**src/rtl/fix_msg_pkg.sv**
```systemverilog
`default_nettype none
// ============================================================================
// Module      : fix_msg_pkg
// Description : Shared message-type codes, order entry layout and dispatcher
//               state encoding for the session message-creation scheduler.
// Revision    : 1.0 - initial release
// ============================================================================
package fix_msg_pkg;

    localparam int c_HOST_W   = 10;
    localparam int c_COMPID_W = 256;

    localparam logic [3:0] c_MSG_LOGON     = 4'd1;
    localparam logic [3:0] c_MSG_HEARTBEAT = 4'd2;
    localparam logic [3:0] c_MSG_RESENDREQ = 4'd3;
    localparam logic [3:0] c_MSG_LOGOUT    = 4'd4;
    localparam logic [3:0] c_MSG_RESET     = 4'd5;
    localparam logic [3:0] c_MSG_GAPFILL   = 4'd6;
    localparam logic [3:0] c_MSG_BUSINESS  = 4'd7;

    typedef struct packed {
        logic [3:0]            msg_type;
        logic [c_HOST_W-1:0]   host;
        logic [c_COMPID_W-1:0] compid;
    } order_t;

    typedef enum logic [1:0] {
        ST_IDLE  = 2'd0,
        ST_ISSUE = 2'd1,
        ST_WAIT  = 2'd2
    } disp_state_t;

    function automatic logic is_legal_type(input logic [3:0] t);
        return t inside {c_MSG_LOGON, c_MSG_HEARTBEAT, c_MSG_RESENDREQ,
                         c_MSG_LOGOUT, c_MSG_RESET, c_MSG_GAPFILL,
                         c_MSG_BUSINESS};
    endfunction

endpackage
`default_nettype wire

```
**src/rtl/msg_req_fifo.sv**
```systemverilog
`default_nettype none
// ============================================================================
// Module      : msg_req_fifo
// Description : Synchronous FIFO with clear, full/empty flags and occupancy.
// Revision    : 1.0 - initial release
// ============================================================================
module msg_req_fifo #(
    parameter int WIDTH = 8,
    parameter int DEPTH = 4
) (
    input  logic                     clk,
    input  logic                     rst,
    input  logic                     i_clr,
    input  logic                     i_push,
    input  logic                     i_pop,
    input  logic [WIDTH-1:0]         i_din,
    output logic [WIDTH-1:0]         o_dout,
    output logic                     o_full,
    output logic                     o_empty,
    output logic [$clog2(DEPTH):0]   o_level
);
    localparam int AW = $clog2(DEPTH);

    logic [WIDTH-1:0] r_mem [DEPTH];
    logic [AW-1:0]    r_wr_ptr;
    logic [AW-1:0]    r_rd_ptr;
    logic [AW:0]      r_count;
    logic             w_push_ok;
    logic             w_pop_ok;

    assign o_full    = (r_count == (AW+1)'(DEPTH));
    assign o_empty   = (r_count == '0);
    assign o_level   = r_count;
    assign o_dout    = r_mem[r_rd_ptr];
    // A push while full is refused even if a pop happens in the same cycle.
    assign w_push_ok = i_push && !o_full;
    assign w_pop_ok  = i_pop && !o_empty;

    always_ff @(posedge clk or posedge rst) begin
        if (rst) begin
            r_wr_ptr <= '0;
            r_rd_ptr <= '0;
            r_count  <= '0;
        end else if (i_clr) begin
            r_wr_ptr <= '0;
            r_rd_ptr <= '0;
            r_count  <= '0;
        end else begin
            if (w_push_ok) r_wr_ptr <= r_wr_ptr + 1'b1;
            if (w_pop_ok)  r_rd_ptr <= r_rd_ptr + 1'b1;
            if (w_push_ok && !w_pop_ok)
                r_count <= r_count + 1'b1;
            else if (w_pop_ok && !w_push_ok)
                r_count <= r_count - 1'b1;
        end
    end

    always_ff @(posedge clk) begin
        if (w_push_ok) r_mem[r_wr_ptr] <= i_din;
    end

endmodule
`default_nettype wire

```
**src/rtl/msg_create_scheduler.sv**
```systemverilog
`default_nettype none
// ============================================================================
// Module      : msg_create_scheduler
// Description : Round-robin merges rx-path and control-path message orders
//               into a queue and dispatches them to the message creator.
// Revision    : 1.0 - initial release
// ============================================================================
module msg_create_scheduler
    import fix_msg_pkg::*;
#(
    parameter int NUM_HOST     = c_HOST_W,
    parameter int VALUE_WIDTH  = c_COMPID_W,
    parameter int FIFO_DEPTH   = 4,
    parameter int DONE_TIMEOUT = 1024
) (
    input  logic                           clk,
    input  logic                           rst,
    input  logic                           a_valid_i,
    output logic                           a_ready_o,
    input  logic [3:0]                     a_type_i,
    input  logic [NUM_HOST-1:0]            a_host_i,
    input  logic [VALUE_WIDTH-1:0]         a_compid_i,
    input  logic                           b_valid_i,
    output logic                           b_ready_o,
    input  logic [3:0]                     b_type_i,
    input  logic [NUM_HOST-1:0]            b_host_i,
    input  logic [VALUE_WIDTH-1:0]         b_compid_i,
    input  logic                           flush_i,
    input  logic                           cm_ready_i,
    input  logic                           cm_done_i,
    output logic                           cm_start_o,
    output logic [3:0]                     cm_type_o,
    output logic [NUM_HOST-1:0]            cm_host_o,
    output logic [VALUE_WIDTH-1:0]         cm_compid_o,
    output logic                           invalid_o,
    output logic                           timeout_o,
    output logic [$clog2(FIFO_DEPTH):0]    level_o
);
    localparam int              WD_W      = $clog2(DONE_TIMEOUT);
    localparam logic [WD_W-1:0] c_WD_LAST = WD_W'(DONE_TIMEOUT - 1);

    logic        r_rr_b;
    logic        r_invalid;
    logic        r_timeout;
    logic        r_start;
    disp_state_t r_state;
    logic [WD_W-1:0] r_wd;
    order_t      r_cm;

    logic        w_full;
    logic        w_empty;
    logic        w_acc_a;
    logic        w_acc_b;
    logic        w_acc;
    logic        w_legal;
    logic        w_push;
    logic        w_pop;
    logic [WD_W-1:0] w_wd_next;
    order_t      w_in;
    order_t      w_head;

    // ---------------- arbiter and type check ----------------
    assign a_ready_o = !w_full && !flush_i && (!b_valid_i || !r_rr_b);
    assign b_ready_o = !w_full && !flush_i && (!a_valid_i ||  r_rr_b);
    assign w_acc_a   = a_valid_i && a_ready_o;
    assign w_acc_b   = b_valid_i && b_ready_o;
    assign w_acc     = w_acc_a || w_acc_b;

    assign w_in.msg_type = w_acc_a ? a_type_i   : b_type_i;
    assign w_in.host     = w_acc_a ? a_host_i   : b_host_i;
    assign w_in.compid   = w_acc_a ? a_compid_i : b_compid_i;

    assign w_legal = is_legal_type(w_in.msg_type);
    assign w_push  = w_acc && w_legal;

    always_ff @(posedge clk or posedge rst) begin
        if (rst) begin
            r_rr_b    <= 1'b0;
            r_invalid <= 1'b0;
        end else begin
            r_invalid <= w_acc && !w_legal;
            // Only a contended accept hands priority to the other port.
            if (a_valid_i && b_valid_i && w_acc)
                r_rr_b <= !r_rr_b;
        end
    end

    msg_req_fifo #(
        .WIDTH (($bits(order_t))),
        .DEPTH (FIFO_DEPTH)
    ) u_fifo (
        .clk     (clk),
        .rst     (rst),
        .i_clr   (flush_i),
        .i_push  (w_push),
        .i_pop   (w_pop),
        .i_din   (w_in),
        .o_dout  (w_head),
        .o_full  (w_full),
        .o_empty (w_empty),
        .o_level (level_o)
    );

    // ---------------- dispatcher and watchdog ----------------
    assign w_pop     = (r_state == ST_IDLE) && !w_empty && cm_ready_i && !flush_i;
    assign w_wd_next = r_wd + 1'b1;

    always_ff @(posedge clk or posedge rst) begin
        if (rst) begin
            r_state   <= ST_IDLE;
            r_start   <= 1'b0;
            r_timeout <= 1'b0;
            r_wd      <= '0;
            r_cm      <= '0;
        end else begin
            r_start   <= 1'b0;
            r_timeout <= 1'b0;
            if (flush_i) begin
                r_state <= ST_IDLE;
                r_wd    <= '0;
                r_cm    <= '0;
            end else begin
                case (r_state)
                    ST_IDLE: begin
                        if (w_pop) begin
                            r_cm    <= w_head;
                            r_wd    <= '0;
                            r_start <= 1'b1;
                            r_state <= ST_ISSUE;
                        end
                    end
                    ST_ISSUE: begin
                        r_state <= cm_done_i ? ST_IDLE : ST_WAIT;
                    end
                    ST_WAIT: begin
                        // Completion wins over a watchdog expiry in the same cycle.
                        if (cm_done_i) begin
                            r_state <= ST_IDLE;
                        end else if (w_wd_next == c_WD_LAST) begin
                            r_state   <= ST_IDLE;
                            r_timeout <= 1'b1;
                        end else begin
                            r_wd <= w_wd_next;
                        end
                    end
                    default: r_state <= ST_IDLE;
                endcase
            end
        end
    end

    assign cm_start_o  = r_start;
    assign cm_type_o   = r_cm.msg_type;
    assign cm_host_o   = r_cm.host;
    assign cm_compid_o = r_cm.compid;
    assign invalid_o   = r_invalid;
    assign timeout_o   = r_timeout;

endmodule
`default_nettype wire

```
**config.mk**
```make
export PLATFORM = sky130hd
export DESIGN_NAME = msg_create_scheduler
export DESIGN_NICKNAME = d
export VERILOG_FILES = /design/src/rtl/fix_msg_pkg.sv /design/src/rtl/msg_req_fifo.sv /design/src/rtl/msg_create_scheduler.sv
export SDC_FILE = /design/constraint.sdc
export NUM_CORES = 1
export LEC_CHECK = 0
export CORE_MARGIN = 3
export CORE_UTILIZATION = 45
export CTS_CLUSTER_SIZE = 24
export DETAILED_ROUTE_END_ITERATION = 10
export PLACE_DENSITY = 0.69
export SLEW_MARGIN = 10
export SYNTH_ARGS = -nofsm -noshare
export SYNTH_HDL_FRONTEND = slang
export SYNTH_SLANG_ARGS = --single-unit
export TNS_END_PERCENT = 10
```
**constraint.sdc**
```tcl
create_clock -name clk -period 18.5 [get_ports clk]
set_clock_uncertainty 0.1 [all_clocks]
set_input_delay 2.775 -clock clk [delete_from_list [all_inputs] [get_ports clk]]
set_output_delay 2.775 -clock clk [all_outputs]
set_load 0.02 [all_outputs]
```
# Word level (Yosys, flattened, before mapping)
# Memory sizes are Yosys's and may differ from the RTL's.
# Index checks and enable logic that the tools add are counted.
# op_classes
add_sub_neg,5
eq_ne,15
n_mux,33
n_reduce_logical,40
# op_table
cell,count
$mux 270,3
$mux 256,1
$mux 10,5
$pmux 10 s2,1
$mux 2,9
$eq 4x3->1 const B,4
$logic_and 1x1->1,16
$add 10x1->10 const B,1
$eq 10x10->1 const B,1
$logic_not 1->1,9
$mux 1,9
$mux 3,3
$eq 4x2->1 const B,2
$reduce_bool 2->1,4
$reduce_bool 7->1,1
$ne 3x3->1 const B,2
$pmux 2 s3,1
$reduce_bool 3->1,2
$add 2x1->2 const B,2
$eq 4x1->1 const B,1
$mux 4,1
$ne 4x4->1 const B,1
$reduce_and 2->1,2
$reduce_and 4->1,1
9 further kinds,11
# word_totals
register_bits,293
mem_bits_rw,1080
inputBits,547
output_inout_bits,278
elab_cells,106
mem_count,1
# mem_list
memory,words,word_bits,rd,rd_ports_with_merged_regs,wr,line,source
u_fifo.r_mem,4,270,1,0,1,msg_req_fifo.sv:24,logic [WIDTH-1:0] r_mem [DEPTH];

# Longest topological paths before layout
# Gate-level depths: netlist (run 1).
# depth
word_depth,15
mapped_depth,9

# Cells and area by module
# A second synthesis (run 1) with hierarchy kept.
# unflattened
cells_unflattened,2481
area_unflattened_um2,53128.5
# modules_own_cells
mod,instances,cells_per_inst,area_per_inst_um2,seq_area_each_um2
msg_req_fifo,1,1475,39426.6,32606.3
msg_create_scheduler,1,1006,13701.9,7156.9

# Worst setup path after synthesis (run 1)
# No wires, ideal clock.
# synth_timing
kind,input to register
start,input a_valid_i
end,"memory u_fifo.r_mem[0][0] (netlist bit), enable pin"
t_arrival_ns,9.646
required_ns,17.734
path_slack_ns,8.087
path_stages,4
n_path_buf,0
path_cell_list,a21bo_2 -> nor3_2 -> o21a_1 -> and2_1
# synth_via
elab_chain_len,9
# synth_rtl
element,line,source
"start, declared",msg_create_scheduler.sv:18,"input logic a_valid_i,"
branches (longest 5 deep; another with $reduce_bool 7->1),-,
$logic_and 1x1->1 *,msg_create_scheduler.sv:74,assign w_push = w_acc && w_legal;
$logic_and 1x1->1 *,msg_req_fifo.sv:36,assign w_push_ok = i_push && !o_full;
$mux 1 *,msg_req_fifo.sv:59,if (w_push_ok) r_mem[r_wr_ptr] <= i_din;
$mux 1 (implied by the code) *,msg_req_fifo.sv:59,
"end, declared",msg_req_fifo.sv:24,
# Mark *: on every way between the ends.

# Worst setup path after layout (run 1)
# layout_timing
start,input flush_i
end,output a_ready_o
# layout_via
elab_chain_len,3
# layout_rtl
element,line,source
"start, declared",msg_create_scheduler.sv:28,"input logic flush_i,"
$logic_not 1->1,msg_create_scheduler.sv:63,assign a_ready_o = !w_full && !flush_i && (!b_valid_i || !r_rr_b);
$logic_and 1x1->1 (2 in series),msg_create_scheduler.sv:63,
"end, declared",msg_create_scheduler.sv:19,"output logic a_ready_o,"
# Every way passes these cells.

==> results of run 1 <==
## registers in the layout, summed over array words and instances, names as in the netlist
signal / cells
timeout_o: 1
u_fifo.r_mem: 1080
cm_start_o: 1
u_fifo.r_wr_ptr: 2
cm_type_o: 4
invalid_o: 1
cm_compid_o: 256
cm_host_o: 10
r_wd: 10
u_fifo.r_rd_ptr: 2
u_fifo.o_level: 3
r_rr_b: 1
r_state: 2
## cells by family after synthesis
group | synth area share [%]
flip-flops | 73.5
AO/OA/AOI/OAI | 3.04
multiplexers | 16.9
buffers and inverters | 1.74
AND/OR/NAND/NOR | 4.49
XOR/XNOR | 0.113
adder cells (fa/ha/maj) | 0.176
## cell type report
class,count,share of cell area [%]
clock inverters,54,0.711
flip-flops and latches,1373,58.1
diodes,21,0.0767
clock buffers,207,5.96
repair buffers,865,12.6
inverters,7,0.0493
multi-input cells,1482,19.6
well taps,1600,2.92
## through the flow
step / hold WS [ns] / utilization (%)
after floorplan: 0.387 / -
after global placement: 0.409 / 53.8
after detailed placement: 0.414 / 53.8
after CTS: 0.422 / 57.6
after global routing: 0.436 / 57.7
final: 0.418 / 57.7
## worst paths after layout
kind	endpoint	slack [ns]
max	a_ready_o	11.30
min	cm_compid_o[6]	0.42
max reg2reg	cm_compid_o[201]	13.72
min reg2reg	cm_compid_o[6]	0.42
max in group asynchronous	cm_compid_o[36]	12.87
min in group asynchronous	cm_compid_o[120]	2.41
## layer usage
metal	part of all wire, %	global-route usage [%]
met3	6.3	4.87
met5	0.067	0
met1	40	27.4
met4	2.9	7.61
met2	51	36.3
## cell usage in the layout, fill, tap and decap left out, types with 8 or more instances in the layout
| master | Yosys | layout |
|---|---|---|
| clkinv_1 | 0 | 15 |
| clkbuf_16 | 0 | 146 |
| mux2_2 | 252 | 252 |
| clkbuf_1 | 56 | 41 |
| clkinv_2 | 0 | 20 |
| edfxtp_1 | 1080 | 1080 |
| nor2_1 | 20 | 20 |
| diode_2 | 0 | 21 |
| buf_4 | 29 | 35 |
| mux2_1 | 20 | 20 |
| nand2_1 | 550 | 550 |
| inv_6 | 0 | 8 |
| nor3_1 | 8 | 8 |
| clkdlybuf4s50_1 | 0 | 823 |
| clkbuf_8 | 0 | 20 |
| a21oi_1 | 275 | 275 |
| mux4_2 | 270 | 270 |
| dfrtp_1 | 293 | 291 |
## worst max-delay path, cell delays in order
cell	delay, ns
buf_8	0.27
a21o_1	0.32
a21oi_1	0.28
clkdlybuf4s50_1	0.67
## report_power, final
| group | internal, mW | leakage (nW) | switching (mW) | total (mW) |
|---|---|---|---|---|
| logic | 0.812 | 6.85 | 0.983 | 1.79 |
| registers | 3.69 | 13.8 | 0.163 | 3.85 |
| clock network | 1.61 | 2.25 | 1.17 | 2.78 |
| total | 6.11 | 22.9 | 2.32 | 8.43 |
==> metrics.md, run 1 <==
| Metric | Value |
|---|---|
| Status | `finished clean` |
| Synthesized area | `0.0541 mm^2` |
| Startpoint types | `input pin` |
| EDFF count, synth | `1080` |
| FF+latch area | `0.0398 mm^2` |
| Die width | `353 um` |
| Final Cycle Share | `38.9%` |
| Hold path start | `cm_compid_o[6]` |
| Gpl congestion | `0.781` |
| Hold Vio Cnt, Final | `0` |
| # H-tree levels | `4` |
| Largest cells by area after synthesis | `edfxtp_1 (60%), dfrtp_1 (14%), mux4_2 (11%)` |
| Number of remaining DRC errors | `0` |
| Number of routed nets with antenna violations | `0` |
| Synth Area per Inst | `17.8 um^2` |
| Predominant post-synthesis flop cell | `edfxtp_1` |
| WP data arrival | `4.32 ns` |
| Worst flop-to-flop path startpoint | `u_fifo.r_rd_ptr[0]` |
| Fin nets | `4426` |
| Clk slew on worst S/H paths | `0.06 ns` |
| Crit Path Class | `input pin to output pin` |
| Asr flop ratio synth | `21.3%` |
| Initial antenna violation count | `29` |
| Max IR drop VDD | `0.0000763 V` |
| Area after DPL | `0.0639 mm^2` |
| Worst hold path type | `register to register` |
| Hold Buf Count CTS | `0` |
| Num ports | `825` |
| Minimum clock period | `7.20 ns` |
| Die Ht | `353 um` |
| # setup viols final | `0` |
| # fillers | `9069` |
| Unrepaired setup endpoints after global routing | `false` |
| Initial Utilization | `45.6%` |
| Most common cell in the netlist | `edfxtp_1` |
| Fin cells | `5609` |
| Grt ovf | `0` |
| Number of synthesized register bits | `1373` |
| Number of global-route vias before repair | `31200` |
| Seq/Total Area, Yosys | `73.5%` |
| Hold path depth | `2` |
| Setup crit start | `flush_i` |
| First-pass GRT wire length | `202 mm` |
| Syn nets | `3600` |
| Synth Instances | `3046` |
| Fin area | `0.0685 mm^2` |
| Dpl ws | `10.87 ns` |
| Core area | `0.119 mm^2` |
| CTS tree | `yes` |
| Multi-input combinational cell area | `0.0134 mm^2` |
| Gr usage total | `21.5%` |
| Latest clock arrival within the worst-skew pair | `0.75 ns` |
| Row count | `126` |
| R2R depth | `6` |
| Ratio of cells with drive above 1 in the final layout | `19.7%` |
| Routed WL per cell | `24.1 um` |
| Cts bufs inserted | `143` |
| Post-Route WL | `135 mm` |
| Final setup margin | `11.30 ns` |
| Die footprint | `0.124 mm^2` |
| DRT iter0 DRCs | `2307` |
| Clock Sinks | `1373` |
| Via count of the routed design | `30100` |
| Post-CTS Resized | `0` |
| Pin count of the biggest net entering global routing | `155` |
| Pwr/cell area | `123 mW/mm^2` |
| Synth area leader | `edfxtp_1` |
| HPWL after DPL | `83.7 mm` |
| Overall power | `8.43 mW` |
| Layout Area Growth over Synthesis | `26.6%` |
| Drt first pass iters | `6` |
| Slew HR | `21.8%` |
| CP Data Required Time | `15.62 ns` |
| Dpl cells | `5327` |
| Lkg Pwr | `22.9 nW` |
| Vias/cell | `5.37` |
| Setup_tns | `0 ns` |
| Fmax achieved | `0.139 GHz` |
| Ys Warns | `0` |
| CP max FO | `106` |
| CP endpoint kind | `output pin` |
| MaxCap Viol Count | `0` |
| Synth top cells by count | `edfxtp_1 (1080), nand2_1 (550), dfrtp_1 (293)` |
| Actual slew at the worst max-slew pin | `1.17 ns` |
| Distinct cells, synth | `53` |
| Setup Fix Bufs, Post-CTS | `0` |
| Slew Limit Fails | `0` |
| PortBufs | `824` |
| Root buffer cell | `clkbuf_16` |
| Clk buf depth | `3` |
| Post-synth top area share | `60.0%` |
Power figures use the tool's default switching activity.
==> inputs of run 2 (changes only) <==
Settings changed: PLACE_DENSITY 0.69 to 0.72.
Clock period 18.5 ns to 6.2 ns, I/O delays scaled along.
==> metrics.md, run 2 (synthesized netlist as in run 1, its figures left out) <==
| Metric | Value |
|---|---|
| Initial Utilization | `45.6%` |
| Gpl congestion | `0.805` |
| Routed WL per cell | `24.6 um` |
| Final Cycle Share | `56.4%` |
| Pin count of the biggest net entering global routing | `146` |
| Minimum clock period | `3.50 ns` |
| Die footprint | `0.124 mm^2` |
| Drt first pass iters | `5` |
| CP Data Required Time | `5.17 ns` |
| Num ports | `825` |
| Most frequent cells in the layout | `edfxtp_1 (1080), clkdlybuf4s50_1 (823), nand2_1 (550)` |
| Grt ovf | `0` |
| Latest clock arrival within the worst-skew pair | `0.73 ns` |
| Hold Vio Cnt, Final | `0` |
| Dpl cells | `5349` |
| Post-Route WL | `138 mm` |
| WP data arrival | `2.47 ns` |
| Final setup margin | `2.70 ns` |
| Crit Path Class | `register to output pin` |
| Number of remaining DRC errors | `0` |
| Sw Ratio | `27.4%` |
| DRT iter0 DRCs | `2470` |
| Largest Register | `u_fifo.r_mem` |
| Dpl ws | `2.07 ns` |
| Hold Buf Count CTS | `0` |
| HPWL after DPL | `87.8 mm` |
| Fin area | `0.0689 mm^2` |
| Core area | `0.119 mm^2` |
| CP max FO | `6` |
| Number of routed nets with antenna violations | `0` |
| Setup Fix Bufs, Post-CTS | `0` |
| Fmax achieved | `0.286 GHz` |
| Die width | `353 um` |
| Actual slew at the worst max-slew pin | `1.15 ns` |
| CTS tree | `yes` |
| Slew HR | `23.2%` |
| # H-tree levels | `4` |
| CP endpoint kind | `output pin` |
| Max IR drop VDD | `0.000298 V` |
| Setup_tns | `0 ns` |
| Fin cells | `5619` |
| Gr usage total | `21.9%` |
| Clk buf depth | `3` |
| Clk pwr share | `33.3%` |
| PortBufs | `824` |
| Initial antenna violation count | `24` |
| Area after DPL | `0.0642 mm^2` |
| Startpoint types | `register` |
| Overall power | `25.4 mW` |
| Layout Area Growth over Synthesis | `27.5%` |
| Fin nets | `4446` |
| Ratio of cells with drive above 1 in the final layout | `20.1%` |
| Slew Limit Fails | `0` |
| Final core occ | `58.1%` |
| P_sw | `6.97 mW` |
| Number of global-route vias before repair | `31700` |
| Pwr/cell area | `369 mW/mm^2` |
| Power Internal | `18.5 mW` |
| Clock Sinks | `1373` |
| Cts bufs inserted | `141` |
| Commonest non-fill, non-tap cell in the layout | `edfxtp_1` |
| Lkg Pwr | `23.1 nW` |
| Root buffer cell | `clkbuf_16` |
| Seq pwr share | `45.3%` |
| First-pass GRT wire length | `206 mm` |
| Die Ht | `353 um` |
| Comb pwr share | `21.4%` |
| # setup viols final | `0` |
| Status | `finished clean` |
| Clk slew on worst S/H paths | `0.06 ns` |
| Max FFs per register | `1080` |
| Via count of the routed design | `30600` |
| MaxCap Viol Count | `0` |
| Unrepaired setup endpoints after global routing | `false` |
| Hold WS | `0.420 ns` |
| Row count | `126` |
| Post-CTS Resized | `0` |
| Worst hold path type | `register to register` |
| Vias/cell | `5.45` |
==> run 2: cell types whose count changed in the layout (fill, tap and decap cells not counted), moves of 2 or more <==
cell	delta
clkbuf_16	-2
buf_4	+4
clkinvlp_4	+3
buf_12	+18
clkbuf_8	-6
inv_6	-3
clkinv_1	-7
bufinv_16	+7
diode_2	-9
clkbuf_1	+3
==> run 2: power groups by stage <==
| stage | Sequential [mW] | Combinational, mW | Clock (mW) |
|---|---|---|---|
| finish | 11.5 | 5.43 | 8.48 |
| detailed placement | 11.7 | 5.49 | 0 |
| global placement | 11.7 | 5.43 | 0 |
| floorplan | 12.2 | 2.51 | 0 |
| global route | 11.6 | 5.80 | 9.03 |
| CTS | 11.5 | 5.51 | 8.66 |
==> run 2: cell type report <==
cell class / count / area (um^2)
Clock buffer: 202 / 3960
Antenna cell: 12 / 30.0
Multi-Input combinational cell: 1482 / 13400
Fill cell: 8958 / 49800
Timing Repair Buffer: 887 / 9030
Clock inverter: 56 / 704
Tap cell: 1600 / 2000
Inverter: 7 / 30.0
Sequential cell: 1373 / 39800
==> run 2: metal layers <==
| metal | share of wire, % | track usage, % | vias up |
|---|---|---|---|
| met4 | 2.8 | 7.31 | 22 |
| met5 | 0.12 | 0 | - |
| met3 | 7.0 | 4.89 | 216 |
| met2 | 51 | 36.3 | 1176 |
| li1 | - | - | 13400 |
| met1 | 39 | 28.8 | 15800 |
==> run 2: worst paths after layout <==
path                                         from             endpoint  slack (ns)  cells past startpoint
worst max-delay path            u_fifo.o_level[0]            a_ready_o        2.70                      4
worst min-delay path             cm_compid_o[233]     cm_compid_o[233]        0.42                      2
worst max register to register             r_rr_b  u_fifo.r_mem[0][58]        3.12                      5
worst min register to register   cm_compid_o[233]     cm_compid_o[233]        0.42                      2
max in group asynchronous                     rst       cm_compid_o[0]        4.13                      4
min in group asynchronous                     rst      cm_compid_o[83]        0.58                      3
==> run 2: worst max-delay path: stages, from the launching register on <==
cell and delay [ns]:
dfrtp_1 0.55, nor2_1 0.10, a21o_1 0.26, a21oi_1 0.15, clkdlybuf4s50_1 0.68
